===== src/rtl/wb_master_ctrl_pkg.sv =====
// Shared definitions for the Wishbone single-transfer initiator: data width and
// the controller state encoding.
package wb_master_ctrl_pkg;

  localparam int WB_DATA_WIDTH = 32;

  typedef enum logic [1:0] {
    ST_IDLE = 2'd0,
    ST_REQ  = 2'd1,
    ST_WAIT = 2'd2,
    ST_RESP = 2'd3
  } state_t;

endpackage


===== src/rtl/wb_timeout_ctr.sv =====
// Bus-cycle watchdog. It counts the cycles spent with a request outstanding and
// flags the cycle in which the TIMEOUT_CYCLES-th such cycle is completing.
module wb_timeout_ctr #(
  parameter int TIMEOUT_CYCLES = 255
) (
  input  logic i_clk,
  input  logic i_rst,
  input  logic i_clear,
  input  logic i_enable,
  output logic o_expired
);

  localparam int              CW     = $clog2(TIMEOUT_CYCLES + 1);
  localparam logic [CW-1:0]   C_LAST = CW'(TIMEOUT_CYCLES - 1);
  localparam logic [CW-1:0]   C_MAX  = CW'(TIMEOUT_CYCLES);

  logic [CW-1:0] r_count;

  // NOTE: sequential state uses non-blocking assignments so every register
  // samples the pre-edge values, regardless of block ordering.
  always_ff @(posedge i_clk or posedge i_rst) begin
    if (i_rst) begin
      r_count <= '0;
    end else if (i_clear) begin
      r_count <= '0;
    end else if (i_enable && (r_count != C_MAX)) begin
      r_count <= r_count + CW'(1);
    end
  end

  // r_count holds completed cycles, so the last allowed cycle sees TIMEOUT-1.
  assign o_expired = i_enable && (r_count >= C_LAST);

endmodule


===== src/rtl/wb_master_ctrl.sv =====
// Wishbone B4 pipelined initiator issuing one read or write per command and
// returning read data, or a timeout error, on a valid/ready response port.
module wb_master_ctrl
  import wb_master_ctrl_pkg::*;
#(
  parameter int ADDR_WIDTH     = 8,
  parameter int TIMEOUT_CYCLES = 255
) (
  input  logic                     wb_clk_i,
  input  logic                     wb_rst_i,
  input  logic                     cmd_valid,
  output logic                     cmd_ready,
  input  logic                     cmd_we,
  input  logic [ADDR_WIDTH-1:0]    cmd_adr,
  input  logic [WB_DATA_WIDTH-1:0] cmd_dat,
  output logic                     rsp_valid,
  input  logic                     rsp_ready,
  output logic [WB_DATA_WIDTH-1:0] rsp_dat,
  output logic                     rsp_err,
  output logic                     wb_cyc_o,
  output logic                     wb_stb_o,
  output logic                     wb_we_o,
  output logic [ADDR_WIDTH-1:0]    wb_adr_o,
  output logic [WB_DATA_WIDTH-1:0] wb_dat_o,
  input  logic [WB_DATA_WIDTH-1:0] wb_dat_i,
  input  logic                     wb_ack_i,
  input  logic                     wb_stall_i
);

  state_t                   r_state, w_state;
  logic                     r_cyc, w_cyc;
  logic                     r_stb, w_stb;
  logic                     r_we, w_we;
  logic [ADDR_WIDTH-1:0]    r_adr, w_adr;
  logic [WB_DATA_WIDTH-1:0] r_dat, w_dat;
  logic                     r_rsp_valid, w_rsp_valid;
  logic [WB_DATA_WIDTH-1:0] r_rsp_dat, w_rsp_dat;
  logic                     r_rsp_err, w_rsp_err;

  logic w_timer_en;
  logic w_timer_clear;
  logic w_expired;
  logic w_ack_hit;

  assign cmd_ready     = (r_state == ST_IDLE);
  assign w_timer_en    = (r_state == ST_REQ) || (r_state == ST_WAIT);
  assign w_timer_clear = cmd_ready && cmd_valid;
  // An ack only counts once the strobe has been taken (not stalled) or while waiting.
  assign w_ack_hit     = wb_ack_i &&
                         ((r_state == ST_WAIT) || ((r_state == ST_REQ) && !wb_stall_i));

  wb_timeout_ctr #(
    .TIMEOUT_CYCLES (TIMEOUT_CYCLES)
  ) u_timeout (
    .i_clk     (wb_clk_i),
    .i_rst     (wb_rst_i),
    .i_clear   (w_timer_clear),
    .i_enable  (w_timer_en),
    .o_expired (w_expired)
  );

  // NOTE: every signal written here gets its hold value first, so no path
  // through the case statement can leave one unassigned and infer a latch.
  always_comb begin
    w_state     = r_state;
    w_cyc       = r_cyc;
    w_stb       = r_stb;
    w_we        = r_we;
    w_adr       = r_adr;
    w_dat       = r_dat;
    w_rsp_valid = r_rsp_valid;
    w_rsp_dat   = r_rsp_dat;
    w_rsp_err   = r_rsp_err;

    case (r_state)
      ST_IDLE: begin
        if (cmd_valid) begin
          w_we    = cmd_we;
          w_adr   = cmd_adr;
          w_dat   = cmd_dat;
          w_cyc   = 1'b1;
          w_stb   = 1'b1;
          w_state = ST_REQ;
        end
      end
      ST_REQ, ST_WAIT: begin
        if (w_ack_hit) begin
          w_cyc       = 1'b0;
          w_stb       = 1'b0;
          w_rsp_valid = 1'b1;
          w_rsp_dat   = r_we ? '0 : wb_dat_i;
          w_rsp_err   = 1'b0;
          w_state     = ST_RESP;
        end else if (w_expired) begin
          w_cyc       = 1'b0;
          w_stb       = 1'b0;
          w_rsp_valid = 1'b1;
          w_rsp_dat   = '0;
          w_rsp_err   = 1'b1;
          w_state     = ST_RESP;
        end else if ((r_state == ST_REQ) && !wb_stall_i) begin
          w_stb   = 1'b0;
          w_state = ST_WAIT;
        end
      end
      ST_RESP: begin
        if (rsp_ready) begin
          w_rsp_valid = 1'b0;
          w_state     = ST_IDLE;
        end
      end
      default: w_state = ST_IDLE;
    endcase
  end

  always_ff @(posedge wb_clk_i or posedge wb_rst_i) begin
    if (wb_rst_i) begin
      r_state     <= ST_IDLE;
      r_cyc       <= 1'b0;
      r_stb       <= 1'b0;
      r_we        <= 1'b0;
      r_adr       <= '0;
      r_dat       <= '0;
      r_rsp_valid <= 1'b0;
      r_rsp_dat   <= '0;
      r_rsp_err   <= 1'b0;
    end else begin
      r_state     <= w_state;
      r_cyc       <= w_cyc;
      r_stb       <= w_stb;
      r_we        <= w_we;
      r_adr       <= w_adr;
      r_dat       <= w_dat;
      r_rsp_valid <= w_rsp_valid;
      r_rsp_dat   <= w_rsp_dat;
      r_rsp_err   <= w_rsp_err;
    end
  end

  assign wb_cyc_o  = r_cyc;
  assign wb_stb_o  = r_stb;
  assign wb_we_o   = r_we;
  assign wb_adr_o  = r_adr;
  assign wb_dat_o  = r_dat;
  assign rsp_valid = r_rsp_valid;
  assign rsp_dat   = r_rsp_dat;
  assign rsp_err   = r_rsp_err;

endmodule


===== config.mk =====
export PLATFORM = sky130hd
export DESIGN_NAME = wb_master_ctrl
export DESIGN_NICKNAME = d
export VERILOG_FILES = /design/src/rtl/wb_master_ctrl_pkg.sv /design/src/rtl/wb_timeout_ctr.sv /design/src/rtl/wb_master_ctrl.sv
export SDC_FILE = /design/constraint.sdc
export NUM_CORES = 1
export LEC_CHECK = 0
export CAP_MARGIN = 5
export CELL_PAD_IN_SITES_DETAIL_PLACEMENT = 0
export CELL_PAD_IN_SITES_GLOBAL_PLACEMENT = 2
export CORE_ASPECT_RATIO = 0.8
export CORE_MARGIN = 10
export CORE_UTILIZATION = 26
export CTS_BUF_LIST = sky130_fd_sc_hd__clkbuf_2
export CTS_CLUSTER_SIZE = 25
export DETAILED_ROUTE_END_ITERATION = 8
export PLACE_DENSITY_LB_ADDON = 0.08
export SLEW_MARGIN = 20
export SYNTH_ARGS = -nofsm -noshare
export SYNTH_HDL_FRONTEND = slang
export SYNTH_SLANG_ARGS = --single-unit

===== constraint.sdc =====
create_clock -name wb_clk_i -period 3.5 [get_ports wb_clk_i]
set_clock_uncertainty 0.05 [all_clocks]
set_input_delay 0.875 -clock wb_clk_i [delete_from_list [all_inputs] [get_ports wb_clk_i]]
set_output_delay 0.875 -clock wb_clk_i [all_outputs]
set_load 0.02 [all_outputs]

==> impl_metrics.yaml <==
synth:
  synth_area_mm2: 0.00386
  async_reset_ff_share_pct: 100
  syn_avg_cell_area_um2: 9.64
  synth_enable_flop_cells: 0
  synth_ff_type: "dfrtp_1"
  yosys-top-cells-area: "dfrtp_1, nand2_1, mux2i_1"
  synth_commonest_cells: "nand2_1, dfrtp_1, inv_1"
  synth_top_area_cell: "dfrtp_1"
  synthCells: 400
  ys_types: 39
  ys_seq_area_share_pct: 56.5
  syn_nets: 486
  ys_ff_latch: 87
  post-synth-top-area-fraction_pct: 56.5
  yosysMostFrequentCell: "nand2_1"
  yosysWarnings: 0
timing:
  fin_crit_ps: 2990
  rsz0062_at_grt: "no"
  setup_violations: 0
  fmax_ghz: 0.335
  period_share_pct: 85.4
  worst_pin_slew_ps: 667
  maxSlewViolCount: 0
  whs_ps: 459
  final.setup.tns_ps: 0
  max_slew_margin_pct: 55.5
  hold_violations: 0
cts:
  cts_tree: "done"
  cts_num_sinks: 87
  numCtsBuffers: 9
  clk_path_buf_depth: 2
  clockRootBuffer: "clkbuf_2"
  post_cts_buffers: 0
  clk_pin_slew_ps: 220
  h-tree-depth: 3
  hold_buffers: 0
  post_cts_resized: 0
  insertion_delay_ps: 530
setup_path:
  cpLargestDelayFamily: "buffers and inverters"
  r2r_start: "r_state[1]$_DFFE_PP0P_"
  critPathKind: "flop to primary output"
  worstSetupEndpointType: "primary output"
  critical_path.max_fanout: 6
  cp_slowest_stage_delay_ps: 670
  crit_buf_inv: 2
  regToRegEndpoint: "rsp_dat[9]$_DFFE_PP0P_"
  worstPathArrival_ps: 2060
  reg2regPathDepth: 7
  path_cells: "inv_1, ha_1, clkdlybuf4s50_1"
  reg2reg_slack_ps: 1270
  cp.required_ps: 2570
  critPathLaunchType: "flop"
  slowest_stage: "clkdlybuf4s50_1"
finish:
  syn2layout_area_growth_pct: 48.4
  utilization_pct: 39.8
  nNetsFinal: 641
  num_antenna_cells: 0
  drive_gt1_share_pct: 5.72
floorplan:
  die_height_um: 129
  ioPinCount: 157
  dieArea_mm2: 0.0201
  die_width_um: 156
  coreArea_mm2: 0.0144
  initial_utilization_pct: 26.8
  rows: 39
worst_hold_path:
  hp-class: "flop to flop"
  hold_end: "wb_dat_o[17]$_DFFE_PP0P_"
  holdPathStages: 2
  min_from: "wb_dat_o[17]$_DFFE_PP0P_"
drt:
  dr.max_layer_used: "met5"
  drtIter0Drc: 114
  wl_met3_um: 1540
  via_per_inst: 4.21
  dr_wl_met2_um: 5250
  drc_errors: 0
  totalWireLength_um: 11800
  postRouteAntennaNets: 0
  detail_route.first_pass.iterations: 4
  num_vias: 3125
  wl_per_cell_um: 15.9
  wl_met1_um: 4890
global_routing:
  grt_pass1_vias: 3330
  grt_pass1_wl_um: 18500
  track_usage_pct: 11.6
  grt_max_degree: 46
  overflow: 0
  antenna_found_initial: 1
pwr:
  peakVddDrop_mv: 0.369
  p_leak_nw: 2.54
  p_seq_share_pct: 34.9
  power_density_mw_per_mm2: 870
  netSwitchingFraction_pct: 41.7
  total_power_mw: 4.98
  p_sw_mw: 2.07
  p_int_mw: 2.90
  comb_power_share_pct: 53.3
  clkPwrFrac_pct: 11.7
place:
  hpwl_um: 8700
  gp_congestion: 0.810
  port_buffers: 156
run:
  max_cap_viol_count: 0
run_status:
  status: "finished, final reports clean"
[worst reg2reg max path: cells and delay by family, from the launching register on]
family / cells / cell delay, ps
and+or+nand+nor: 1 / 230
DFF: 1 / 470
buffers and inverters: 2 / 370
adders and majority gates: 1 / 160
muxes: 1 / 230
AOI/OAI and AO/OA: 2 / 650
[how the worst max path moves through the flow]
| stage | start | end | slack [ps] | depth (start not counted) |
|---|---|---|---|---|
| after floorplan | wb_rst_i | r_state[0]$_DFFE_PP0P_ | 320 | 1 |
| after CTS | r_state[1]$_DFFE_PP0P_ | cmd_ready | 460 | 3 |
| after detailed placement | wb_stall_i | rsp_dat[27]$_DFFE_PP0P_ | 700 | 6 |
| after global routing | r_state[0]$_DFFE_PP0P_ | cmd_ready | 370 | 3 |
| after global placement | wb_stall_i | rsp_dat[26]$_DFFE_PP0P_ | 790 | 6 |
| final | r_state[0]$_DFFE_PP0P_ | cmd_ready | 510 | 3 |
[power by group through the flow]
| stage | clock network, mW | registers [mW] | logic [mW] |
|---|---|---|---|
| after global routing | 0.664 | 1.81 | 2.90 |
| after detailed placement | 0 | 1.76 | 2.71 |
| after floorplan | 0 | 2.26 | 0.934 |
| after global placement | 0 | 1.75 | 2.70 |
| after CTS | 0.621 | 1.75 | 2.71 |
| final | 0.584 | 1.74 | 2.66 |
[layer usage]
layer  global-route usage (%)  vias to the layer above
met3                     7.49                       13
met2                     17.7                       94
met5                        0                        -
met4                     3.05                        2
met1                     13.3                     1456
li1                         -                     1560
[cell families (layout without fill, tap and decap cells)]
| group | after synthesis | after routing | share of synthesized area (%) |
|---|---|---|---|
| XOR/XNOR | 2 | 2 | 0.454 |
| adder cells (fa/ha/maj) | 7 | 7 | 2.27 |
| buffers and inverters | 59 | 218 | 7.72 |
| flip-flops | 87 | 87 | 56.5 |
| AND/OR/NAND/NOR | 183 | 183 | 19.4 |
| AO/OA/AOI/OAI | 30 | 30 | 5.42 |
| multiplexers | 32 | 32 | 8.31 |
[cell type report]
cell class / count / area, um2
Fill cell: 1426 / 8670
Sequential cell: 87 / 2180
Timing Repair Buffer: 162 / 1640
Multi-Input combinational cell: 254 / 1390
Tap cell: 184 / 230
Inverter: 41 / 155
Clock inverter: 6 / 86.3
Clock buffer: 9 / 45.0
[stage by stage]
step | worst slack [ps] | cell area (um2) | cells
2_1_floorplan | 325 | 3860 | 400
3_3_place_gp | 792 | 5590 | 728
3_5_place_dp | 699 | 5590 | 728
4_1_cts | 459 | 5720 | 743
5_1_grt | 366 | 5720 | 743
6_report | 512 | 5720 | 743
[cell usage in the layout (no fill, tap or decap), types with 6 or more instances in the layout]
cell,synthesis,layout
nor2_1,7,7
mux2i_1,32,32
nand2_1,157,156
inv_1,41,40
nor3_1,6,6
ha_1,7,7
a21oi_1,8,8
clkdlybuf4s50_1,0,156
clkbuf_2,0,9
dfrtp_1,87,87
[state kept, by name, summed over array words and instances, names as in the netlist]
name / flops
r_state: 2
rsp_dat: 32
rsp_err: 1
rsp_valid: 1
u_timeout.r_count: 8
wb_adr_o: 8
wb_cyc_o: 1
wb_dat_o: 32
wb_stb_o: 1
wb_we_o: 1
(Power assumes the default switching activity.)
